`src/rtl/lsu_pkg.sv`:
```
// Shared constants, FSM state encoding and size/mode helpers for the load/store unit.
package lsu_pkg;

    localparam logic [2:0] F3_B  = 3'b000;
    localparam logic [2:0] F3_H  = 3'b001;
    localparam logic [2:0] F3_W  = 3'b010;
    localparam logic [2:0] F3_BU = 3'b100;
    localparam logic [2:0] F3_HU = 3'b101;

    localparam logic [2:0] MODE_WORD = 3'b000;
    localparam logic [2:0] MODE_HALF = 3'b001;
    localparam logic [2:0] MODE_BYTE = 3'b010;

    typedef enum logic [2:0] {
        S_IDLE,
        S_ISSUE,
        S_CAPTURE,
        S_RESP,
        S_FAULT
    } state_e;

    // Access width in bytes; funct3[1:0] carries the width for both loads and stores.
    function automatic logic [2:0] size_of(input logic [2:0] funct3);
        case (funct3[1:0])
            2'b00:   size_of = 3'd1;
            2'b01:   size_of = 3'd2;
            default: size_of = 3'd4;
        endcase
    endfunction

    function automatic logic f3_legal(input logic we, input logic [2:0] funct3);
        if (we) f3_legal = (funct3 inside {F3_B, F3_H, F3_W});
        else    f3_legal = (funct3 inside {F3_B, F3_H, F3_W, F3_BU, F3_HU});
    endfunction

    function automatic logic [2:0] mode_of(input logic [2:0] size);
        case (size)
            3'd1:    mode_of = MODE_BYTE;
            3'd2:    mode_of = MODE_HALF;
            default: mode_of = MODE_WORD;
        endcase
    endfunction

endpackage

```
`src/rtl/lsu_extend.sv`:
```
// Load-data extension: sign-extends LB/LH, zero-masks LBU/LHU, passes LW through.
// Purely combinational, shared by aligned and byte-split load paths.
module lsu_extend
    import lsu_pkg::*;
(
    input  logic [2:0]  funct3_i,
    input  logic [31:0] raw_i,
    output logic [31:0] data_o
);

    always_comb begin
        data_o = raw_i;
        case (funct3_i)
            F3_B:    data_o = {{24{raw_i[7]}}, raw_i[7:0]};
            F3_H:    data_o = {{16{raw_i[15]}}, raw_i[15:0]};
            F3_BU:   data_o = {24'b0, raw_i[7:0]};
            F3_HU:   data_o = {16'b0, raw_i[15:0]};
            default: data_o = raw_i;
        endcase
    end

endmodule

```
`src/rtl/lsu.sv`:
```
// RV32I load/store unit: one request per handshake, ISSUE/CAPTURE per dmem transfer, one-cycle response strobe.
// Optional MISALIGN_SPLIT_EN turns misaligned half/word accesses into sequential big-endian byte accesses.
module lsu
    import lsu_pkg::*;
#(
    parameter int unsigned MEM_BYTES = 256
) (
    input  logic        clk,
    input  logic        reset_n,
    input  logic        req_valid,
    output logic        req_ready,
    input  logic        req_we,
    input  logic [2:0]  req_funct3,
    input  logic [31:0] req_addr,
    input  logic [31:0] req_wdata,
    output logic        resp_valid,
    output logic [31:0] resp_rdata,
    output logic        resp_fault,
    output logic [31:0] mem_a,
    output logic [31:0] mem_wd,
    output logic        mem_we,
    output logic [2:0]  mem_mode,
    input  logic [31:0] mem_rd
);

    state_e      state_q, state_d;
    logic        we_q, we_d;
    logic [2:0]  f3_q, f3_d;
    logic [31:0] addr_q, addr_d;
    logic [31:0] wdata_q, wdata_d;
    logic [31:0] data_q, data_d;
`ifdef MISALIGN_SPLIT_EN
    logic        split_q, split_d;
    logic [1:0]  cnt_q, cnt_d;
    logic [1:0]  last_idx;
    logic [1:0]  byte_sel;
`endif

    logic [2:0]  acc_size;
    logic [2:0]  cur_size;
    logic [32:0] acc_end;
    logic        acc_mis;
    logic        acc_fault;
    logic [31:0] ext_data;

    assign acc_size = size_of(req_funct3);
    // One extra bit so addresses near 2^32 cannot wrap past the range check.
    assign acc_end  = {1'b0, req_addr} + {30'b0, acc_size};
    assign acc_mis  = ((acc_size == 3'd2) && req_addr[0]) ||
                      ((acc_size == 3'd4) && (req_addr[1:0] != 2'b00));
    assign cur_size = size_of(f3_q);

`ifdef MISALIGN_SPLIT_EN
    assign acc_fault = !f3_legal(req_we, req_funct3) || (acc_end > 33'(MEM_BYTES));
    assign last_idx  = 2'(cur_size - 3'd1);
    // Byte k of a split store is the k-th most significant byte of the right-aligned data.
    assign byte_sel  = last_idx - cnt_q;
`else
    assign acc_fault = !f3_legal(req_we, req_funct3) || (acc_end > 33'(MEM_BYTES)) || acc_mis;
`endif

    lsu_extend u_extend (
        .funct3_i (f3_q),
        .raw_i    (data_q),
        .data_o   (ext_data)
    );

    always_comb begin
        state_d    = state_q;
        we_d       = we_q;
        f3_d       = f3_q;
        addr_d     = addr_q;
        wdata_d    = wdata_q;
        data_d     = data_q;
`ifdef MISALIGN_SPLIT_EN
        split_d    = split_q;
        cnt_d      = cnt_q;
`endif
        req_ready  = 1'b0;
        resp_valid = 1'b0;
        resp_fault = 1'b0;
        resp_rdata = '0;
        mem_a      = '0;
        mem_wd     = '0;
        mem_we     = 1'b0;
        mem_mode   = MODE_WORD;

        case (state_q)
            // RESP and FAULT also accept, so a held req_valid is taken at the edge ending the response.
            S_IDLE, S_RESP, S_FAULT: begin
                req_ready  = 1'b1;
                resp_valid = (state_q != S_IDLE);
                resp_fault = (state_q == S_FAULT);
                if ((state_q == S_RESP) && !we_q) resp_rdata = ext_data;
                state_d = S_IDLE;
                if (req_valid) begin
                    we_d    = req_we;
                    f3_d    = req_funct3;
                    addr_d  = req_addr;
                    wdata_d = req_wdata;
                    data_d  = '0;
                    state_d = acc_fault ? S_FAULT : S_ISSUE;
`ifdef MISALIGN_SPLIT_EN
                    split_d = acc_mis;
                    cnt_d   = 2'd0;
`endif
                end
            end

            S_ISSUE, S_CAPTURE: begin
                mem_we   = (state_q == S_ISSUE) && we_q;
                mem_a    = addr_q;
                mem_mode = mode_of(cur_size);
                case (cur_size)
                    3'd1:    mem_wd = {24'b0, wdata_q[7:0]};
                    3'd2:    mem_wd = {16'b0, wdata_q[15:0]};
                    default: mem_wd = wdata_q;
                endcase
`ifdef MISALIGN_SPLIT_EN
                if (split_q) begin
                    mem_a    = addr_q + {30'b0, cnt_q};
                    mem_mode = MODE_BYTE;
                    mem_wd   = {24'b0, wdata_q[{byte_sel, 3'b000} +: 8]};
                end
`endif
                if (state_q == S_CAPTURE) begin
                    state_d = S_RESP;
                    data_d  = mem_rd;
`ifdef MISALIGN_SPLIT_EN
                    if (split_q) begin
                        data_d = {data_q[23:0], mem_rd[7:0]};
                        if (cnt_q != last_idx) begin
                            cnt_d   = cnt_q + 2'd1;
                            state_d = S_ISSUE;
                        end
                    end
`endif
                end else begin
                    state_d = S_CAPTURE;
                end
            end

            default: state_d = S_IDLE;
        endcase
    end

    always_ff @(posedge clk or negedge reset_n) begin
        if (!reset_n) begin
            state_q <= S_IDLE;
            we_q    <= 1'b0;
            f3_q    <= 3'b000;
            addr_q  <= '0;
            wdata_q <= '0;
            data_q  <= '0;
`ifdef MISALIGN_SPLIT_EN
            split_q <= 1'b0;
            cnt_q   <= 2'd0;
`endif
        end else begin
            state_q <= state_d;
            we_q    <= we_d;
            f3_q    <= f3_d;
            addr_q  <= addr_d;
            wdata_q <= wdata_d;
            data_q  <= data_d;
`ifdef MISALIGN_SPLIT_EN
            split_q <= split_d;
            cnt_q   <= cnt_d;
`endif
        end
    end

endmodule
```
`config.mk`:
```
export PLATFORM = sky130hd
export DESIGN_NAME = lsu
export DESIGN_NICKNAME = d
export VERILOG_FILES = /design/src/rtl/lsu_pkg.sv /design/src/rtl/lsu_extend.sv /design/src/rtl/lsu.sv
export SDC_FILE = /design/constraint.sdc
export NUM_CORES = 1
export LEC_CHECK = 0
export ABC_CLOCK_PERIOD_IN_PS = 2000
export BUFFER_PORTS_ARGS = -buffer_cell sky130_fd_sc_hd__buf_4
export CAP_MARGIN = 20
export CORE_UTILIZATION = 45
export CTS_CLUSTER_DIAMETER = 120
export DETAILED_ROUTE_END_ITERATION = 7
export GPL_TIMING_DRIVEN = 0
export PLACE_DENSITY = 0.74
export SLEW_MARGIN = 20
export SYNTH_ARGS = -nofsm -noshare
export SYNTH_HDL_FRONTEND = slang
export SYNTH_HIERARCHICAL = 1
export SYNTH_SLANG_ARGS = --single-unit
```
`constraint.sdc`:
```
create_clock -name clk -period 2 [get_ports clk]
set_clock_uncertainty 0.2 [all_clocks]
set_input_delay 0.2 -clock clk [delete_from_list [all_inputs] [get_ports clk]]
set_output_delay 0.2 -clock clk [all_outputs]
set_load 0.005 [all_outputs]
```
==> metrics.md, run 1 <==
| Metric | Value |
|---|---|
| First-pass GRT wire length | 28500 um |
| Time the worst path needs with I/O delays and setup | roughly 2.3 ns |
| Metal3 WL | approximately 1300 um |
| CP Data Required Time | between 2 and 2.5 ns |
| Nets@finish | about 980 |
| Register area share after synthesis | 0.458 |
| Ranking of synthesized cells by area | dfrtp_1 46%, mux2_2 13%, and2_1 8.9%, a22o_1 5.0%, nand2_1 3.1% |
| Max Clk Rate | roughly 440 MHz |
| Post-synthesis cell area | between 5000 and 6000 um^2 |
| Post-Syn Nets | between 600 and 700 |
| I/O pins | between 200 and 250 |
| Rows | 40 |
| Yosys reg bits | 103 |
| Slew headroom | 0.352 |
| CP startpoint kind | primary input |
| Initial DRC count | about 330 |
| Clock buffer depth | 2 |
| Total power divided by cell area | around 500 nW/um^2 |
| Total clock sinks | about 100 |
| Max Cap Violations | 0 |
| Initial Util | 0.464 |
| Total CTS buffers | 9 |
| Mapped Cells | ~540 |
| Global Route Usage Sum | 0.284 |
| Critical path arrival | roughly 2.3 ns |
| Number of global-route vias before repair | between 5000 and 6000 |
| Core Region | roughly 12000 um^2 |
| Layout area overhead | 70.5% |
| Cell taking the most area after synthesis | dfrtp_1 |
| Lkg Pwr | 4.50 nW |
| Setup CP Type | primary input to register |
| Layout Cells excl Fill | between 1000 and 1500 |
| Final worst path period share | 1.14 |
| Fin util | 0.792 |
| H-Tree Depth | 3 |
| Gr ovfl total | 0 |
| Post-DRT Antenna Nets | 0 |
| Commonest cells post-synth | 103 x dfrtp_1, 80 x and2_1, 64 x mux2_2 |
| Netlist cell types | 63 |
| Final hold viol count | 0 |
| Hold WC Path Type | primary input to register |
| Layout fillers | ~790 |
| Max Slew Vio Count | 0 |
| Die area | between 10000 and 15000 um^2 |
| 1st-pass router iterations | 5 |
| Clk_lat worst skew | approximately 0.36 ns |
| Worst-path maximum fanout | 3 |
| Final worst slack | -0.280 ns |
| Synthesis Warnings | 6 |
| Top-area cell type share of the netlist area | 0.458 |
| Largest net degree at the start of global routing | around 100 |
| Chip width | about 110 um |
| Syn Area/Cell | 10.5 um^2 |
| Root buf cell | clkbuf_16 |
| Met2 routed WL | 9730 um |
| Ys async rst share | 1.00 |
| Routability cong. | around 0.86 |
| Total Wirelength | ~18000 um |
| Met1 wire length | around 7000 um |
| Via count | roughly 5600 |
| Setup violators final | 87 |
| CTS tree | built |
| Endpoint type of the worst setup path | register |
| Avg WL per Cell | between 15 and 20 um |
| Die Y | ~110 um |
| Outcome | finished with violations |
| RSZ-0062 raised after global routing | true |
| VDD IR max | roughly 0.44 mV |
| Prevailing post-synth register cell | dfrtp_1 |
| Pre-CTS setup slack | -0.764 ns |
| Port Buffers | 204 |
| Post-synth EDFFs | 0 |
| Failing checks | setup timing |
| Count leader, synth | dfrtp_1 |
| Share of cells above drive strength 1 | 0.497 |
| Placed Cells | between 900 and 1000 |
| Detail Placement HPWL | around 11000 um |
| Worst-Margin Slew | between 0.9 and 1 ns |
| Worst-path clk slew | about 0.06 ns |
| DR vias/cell | approximately 5.3 |
| DR DRC count | 0 |
| Top Layer Used | met4 |
| Initial antenna violation count | 0 |
-- through the flow --
stage	area [um^2]	total power [mW]	hold WS (ns)	TNS, ns
2_1_floorplan	5660	2.60	-0.296	-0.755
3_3_place_gp	7400	2.90	0.225	-21.79
3_5_place_dp	7400	2.93	0.182	-29.34
4_1_cts	9360	4.87	0.0180	-12.63
5_1_grt	9590	5.06	0.0296	-16.41
6_report	9590	4.87	0.0326	-9.80
-- cells in the final DEF (no fill, tap or decap), types with 4 or more instances in the layout --
master	instances
mux2i_1	6
mux2_2	64
dlygate4sd3_1	100
and3_1	7
clkbuf_16	12
o21ai_0	30
clkbuf_8	4
nor2_1	10
and2_1	36
nand2_1	40
buf_8	11
nor4_1	7
inv_1	7
and2_4	44
nor3_1	10
nand3_1	6
clkbuf_2	11
and3_4	11
buf_4	173
a22o_1	32
dfrtp_1	101
nand2_2	7
clkbuf_1	4
buf_6	61
-- critical path, cell delays in order --
cell	delay, ns
buf_8	0.10
nor2_4	0.11
ha_4	0.15
fa_2	0.43
or3_1	0.36
o32a_1	0.29
a22oi_1	0.15
and4b_1	0.23
nand3_2	0.10
o21ba_1	0.20
-- what timing repair did --
item / CTS / global route
pin swaps: 45 / 10
cloned: 5 / 1
hold endpoints to repair: 202 / 0
resized for setup: 154 / 77
setup endpoints to repair: 162 / 197
hold buffers: 100 / 0
buffers inserted: 16 / 2
-- area by class of cell --
type	count	area [um^2]	share of cell area
flip-flops and latches	103	2580	0.269
repair buffers	328	2990	0.312
well taps	168	210	0.0219
clock inverters	4	30.0	0.00313
inverters	7	26.3	0.00274
plain buffers	41	400	0.0417
clock buffers	12	256	0.0267
multi-input cells	384	3090	0.322
diodes	1	2.50	0.000261
-- registers in the layout, summed over array words and instances (netlist names) --
signal	flops
addr_q	32
data_q	32
wdata_q	32
f3_q	3
state_q	3
we_q	1
-- per-layer routing --
metal,up-vias,global-route usage
met5,-,0
met4,0,0.0918
met3,39,0.0818
met2,244,0.520
met1,2721,0.315
li1,2579,-
-- logic make-up after synthesis --
family	Yosys count	share of synthesized area
other	1	0.000667
buffers and inverters	51	0.0451
AND/OR/NAND/NOR	209	0.217
AO/OA/AOI/OAI	92	0.116
multiplexers	72	0.144
XOR/XNOR	6	0.00934
flip-flops	103	0.458
adder cells (fa/ha/maj)	4	0.0102
-- where the power goes --
group	switching [mW]	internal, mW
combinational	0.350	0.502
sequential	0.0786	2.22
clock	0.804	0.915
total	1.23	3.64
-- worst paths after layout --
path                                      endpoint  cells after the start                    from  slack (ns)
hold / removal              addr_q[10]$_DFFE_PN0P_                      3            req_addr[10]        0.03
setup reg to reg           wdata_q[12]$_DFFE_PN0P_                      7    state_q[2]$_DFF_PN0_        0.06
hold reg to reg             wdata_q[0]$_DFFE_PN0P_                      1  wdata_q[0]$_DFFE_PN0P_        0.30
max in group asynchronous     state_q[0]$_DFF_PN0_                      2                 reset_n        0.53
setup / recovery              state_q[2]$_DFF_PN0_                     10           req_funct3[0]       -0.28
min in group asynchronous   data_q[13]$_DFFE_PN0P_                      2                 reset_n        0.36
Power figures use the tool's default switching activity.
==> run 2, diff against run 1 <==
- ABC_CLOCK_PERIOD_IN_PS: 2000 -> 2200
- clock period: 2 -> 2.2 ns (I/O delays scaled with it)
==> metrics.md, run 2 (same netlist as run 1, synthesis figures left out) <==
| Metric | Value |
|---|---|
| Worst-path maximum fanout | 3 |
| Via count | approximately 5400 |
| Delay-heaviest family, CP | simple AND/OR/NAND/NOR gates |
| Port Buffers | between 200 and 250 |
| Slew headroom | 0.359 |
| First-pass GRT wire length | roughly 27000 um |
| Worst-Margin Slew | ~0.96 ns |
| CP max stage delay | between 0.4 and 0.5 ns |
| Max Clk Rate | approximately 430 MHz |
| Total Wirelength | approximately 17000 um |
| Failing checks | setup timing |
| Final worst slack | -0.101 ns |
| Core Region | 12100 um^2 |
| Pint | 3.27 mW |
| Clock buffer depth | 2 |
| Max Cap Violations | 0 |
| Detail Placement HPWL | roughly 11000 um |
| CP Data Required Time | ~2.3 ns |
| Die area | roughly 13000 um^2 |
| Total CTS buffers | 9 |
| Gate power share | 0.167 |
| Hold WC Path Type | primary input to register |
| Layout area overhead | 58.4% |
| Bufs and invs on worst path | 1 |
| Setup violators final | 11 |
| Die Y | ~110 um |
| Clk_lat worst skew | between 0.3 and 0.4 ns |
| Setup CP Type | primary input to register |
| Gr ovfl total | 0 |
| 1st-pass router iterations | 5 |
| Worst-path clk slew | around 0.070 ns |
| Final hold viol count | 0 |
| Nets@finish | between 900 and 1000 |
| Total clock sinks | roughly 100 |
| Lkg Pwr | 4.28 nW |
| Root buf cell | clkbuf_16 |
| Overall power | between 4 and 5 mW |
| Number of global-route vias before repair | roughly 5500 |
| Critical Path, Cell by Cell | buf_8 -> nor2_4 -> ha_4 -> fa_2 -> or3_1 -> o32a_1 -> a22oi_1 -> and4b_1 -> nand3_2 -> o21ba_1 |
| Largest net degree at the start of global routing | roughly 100 |
| H-Tree Depth | 3 |
| Max Slew Vio Count | 0 |
| DR vias/cell | 5.26 |
| Routability cong. | 0.858 |
| Chip width | approximately 110 um |
| Post-DRT Antenna Nets | 0 |
| Critical path arrival | between 2 and 2.5 ns |
| RSZ-0062 raised after global routing | true |
| Avg WL per Cell | approximately 16 um |
| Critical path's slowest cell | fa_2 |
| Most frequent cells in the layout | 223 x buf_4, 101 x dfrtp_1, 98 x dlygate4sd3_1 |
| Post-route cell area | roughly 8900 um^2 |
| Rows | 40 |
| Biggest regs | addr_q (32), data_q (32), wdata_q (32) |
| Outcome | finished with violations |
| Sw Pwr | 1.08 mW |
| DR DRC count | 0 |
| Global Route Usage Sum | 0.265 |
| Time the worst path needs with I/O delays and setup | between 2 and 2.5 ns |
| Share of cells above drive strength 1 | 0.411 |
| I/O pins | 206 |
| Inserted Diodes | 0 |
| Commonest non-fill, non-tap cell in the layout | buf_4 |
| Initial Util | 0.464 |
| Flop pwr share | 0.477 |
| CTS tree | built |
| TNS Setup | -0.316 ns |
| DP Area | roughly 7400 um^2 |
| Layout fillers | just under 900 |
| Final worst path period share | 1.05 |
| Initial DRC count | about 360 |
| Total power divided by cell area | 489 nW/um^2 |
| Clock Power Share | 0.356 |
| CP startpoint kind | primary input |
| Endpoint type of the worst setup path | register |
| Initial antenna violation count | 0 |
| Sw Share | 0.249 |
| VDD IR max | between 0.3 and 0.4 mV |
## run 2: cell types whose count changed in the layout (fill, tap and decap cells not counted), moves of 11 or more
cell and change:
and3_1 +11, buf_6 -51, and3_4 -11, and2_1 +42, and2_4 -42, buf_4 +50
## run 2: what timing repair did
action / CTS / global route
hold buffers: 98 / 0
gates resized for setup: 52 / 18
setup endpoints to repair: 157 / 122
setup buffers: 8 / 2
pin swaps: 5 / 1
cloned: 0 / 0
hold endpoints to repair: 200 / 0
## run 2: final cells by class
type	count	area, um^2	area share
clock buffers	12	256	0.0288
clock inverters	4	30.0	0.00337
plain buffers	42	302	0.0338
inverters	7	26.3	0.00295
well taps	168	210	0.0236
flip-flops and latches	103	2580	0.290
repair buffers	312	2610	0.292
multi-input cells	384	2900	0.325
## run 2: power groups by stage
stage	combinational, mW	sequential [mW]	clock [mW]
floorplan	0.269	2.09	0
global placement	0.533	2.10	0
detailed placement	0.549	2.11	0
CTS	0.719	2.08	1.60
global route	0.789	2.09	1.66
finish	0.727	2.08	1.55
## run 2: worst min-delay path, cell delays in order
cell    delay (ns)
buf_8         0.08
buf_4         0.10
mux2_2        0.13
## run 2: final timing paths
check	to	slack, ns	start	cells past startpoint
worst max-delay path	state_q[2]$_DFF_PN0_	-0.10	req_funct3[0]	10
worst min-delay path	f3_q[0]$_DFFE_PN0P_	0.01	req_funct3[0]	3
worst max register to register	wdata_q[20]$_DFFE_PN0P_	0.13	state_q[1]$_DFF_PN0_	7
worst min register to register	addr_q[24]$_DFFE_PN0P_	0.28	addr_q[24]$_DFFE_PN0P_	2
max in group asynchronous	state_q[0]$_DFF_PN0_	0.74	reset_n	2
min in group asynchronous	data_q[17]$_DFFE_PN0P_	0.33	reset_n	2
## run 2: stage by stage
stage,hold slack (ns),instances,util,setup WS (ns)
2_1_floorplan,-0.276,538,-,-0.221
3_5_place_dp,0.202,910,0.611,-0.584
3_3_place_gp,0.245,910,0.611,-0.561
4_1_cts,0.00338,1030,0.733,-0.0827
6_report,0.0131,1032,0.736,-0.101
5_1_grt,0.0231,1032,0.736,-0.185
## run 2: layer usage
| metal | vias up | part of all wire | global-route usage |
|---|---|---|---|
| li1 | 2546 | - | - |
| met1 | 2609 | 0.40 | 0.302 |
| met2 | 239 | 0.51 | 0.482 |
| met3 | 39 | 0.067 | 0.0691 |
| met4 | 0 | 0.021 | 0.0874 |
| met5 | - | 0 | 0 |
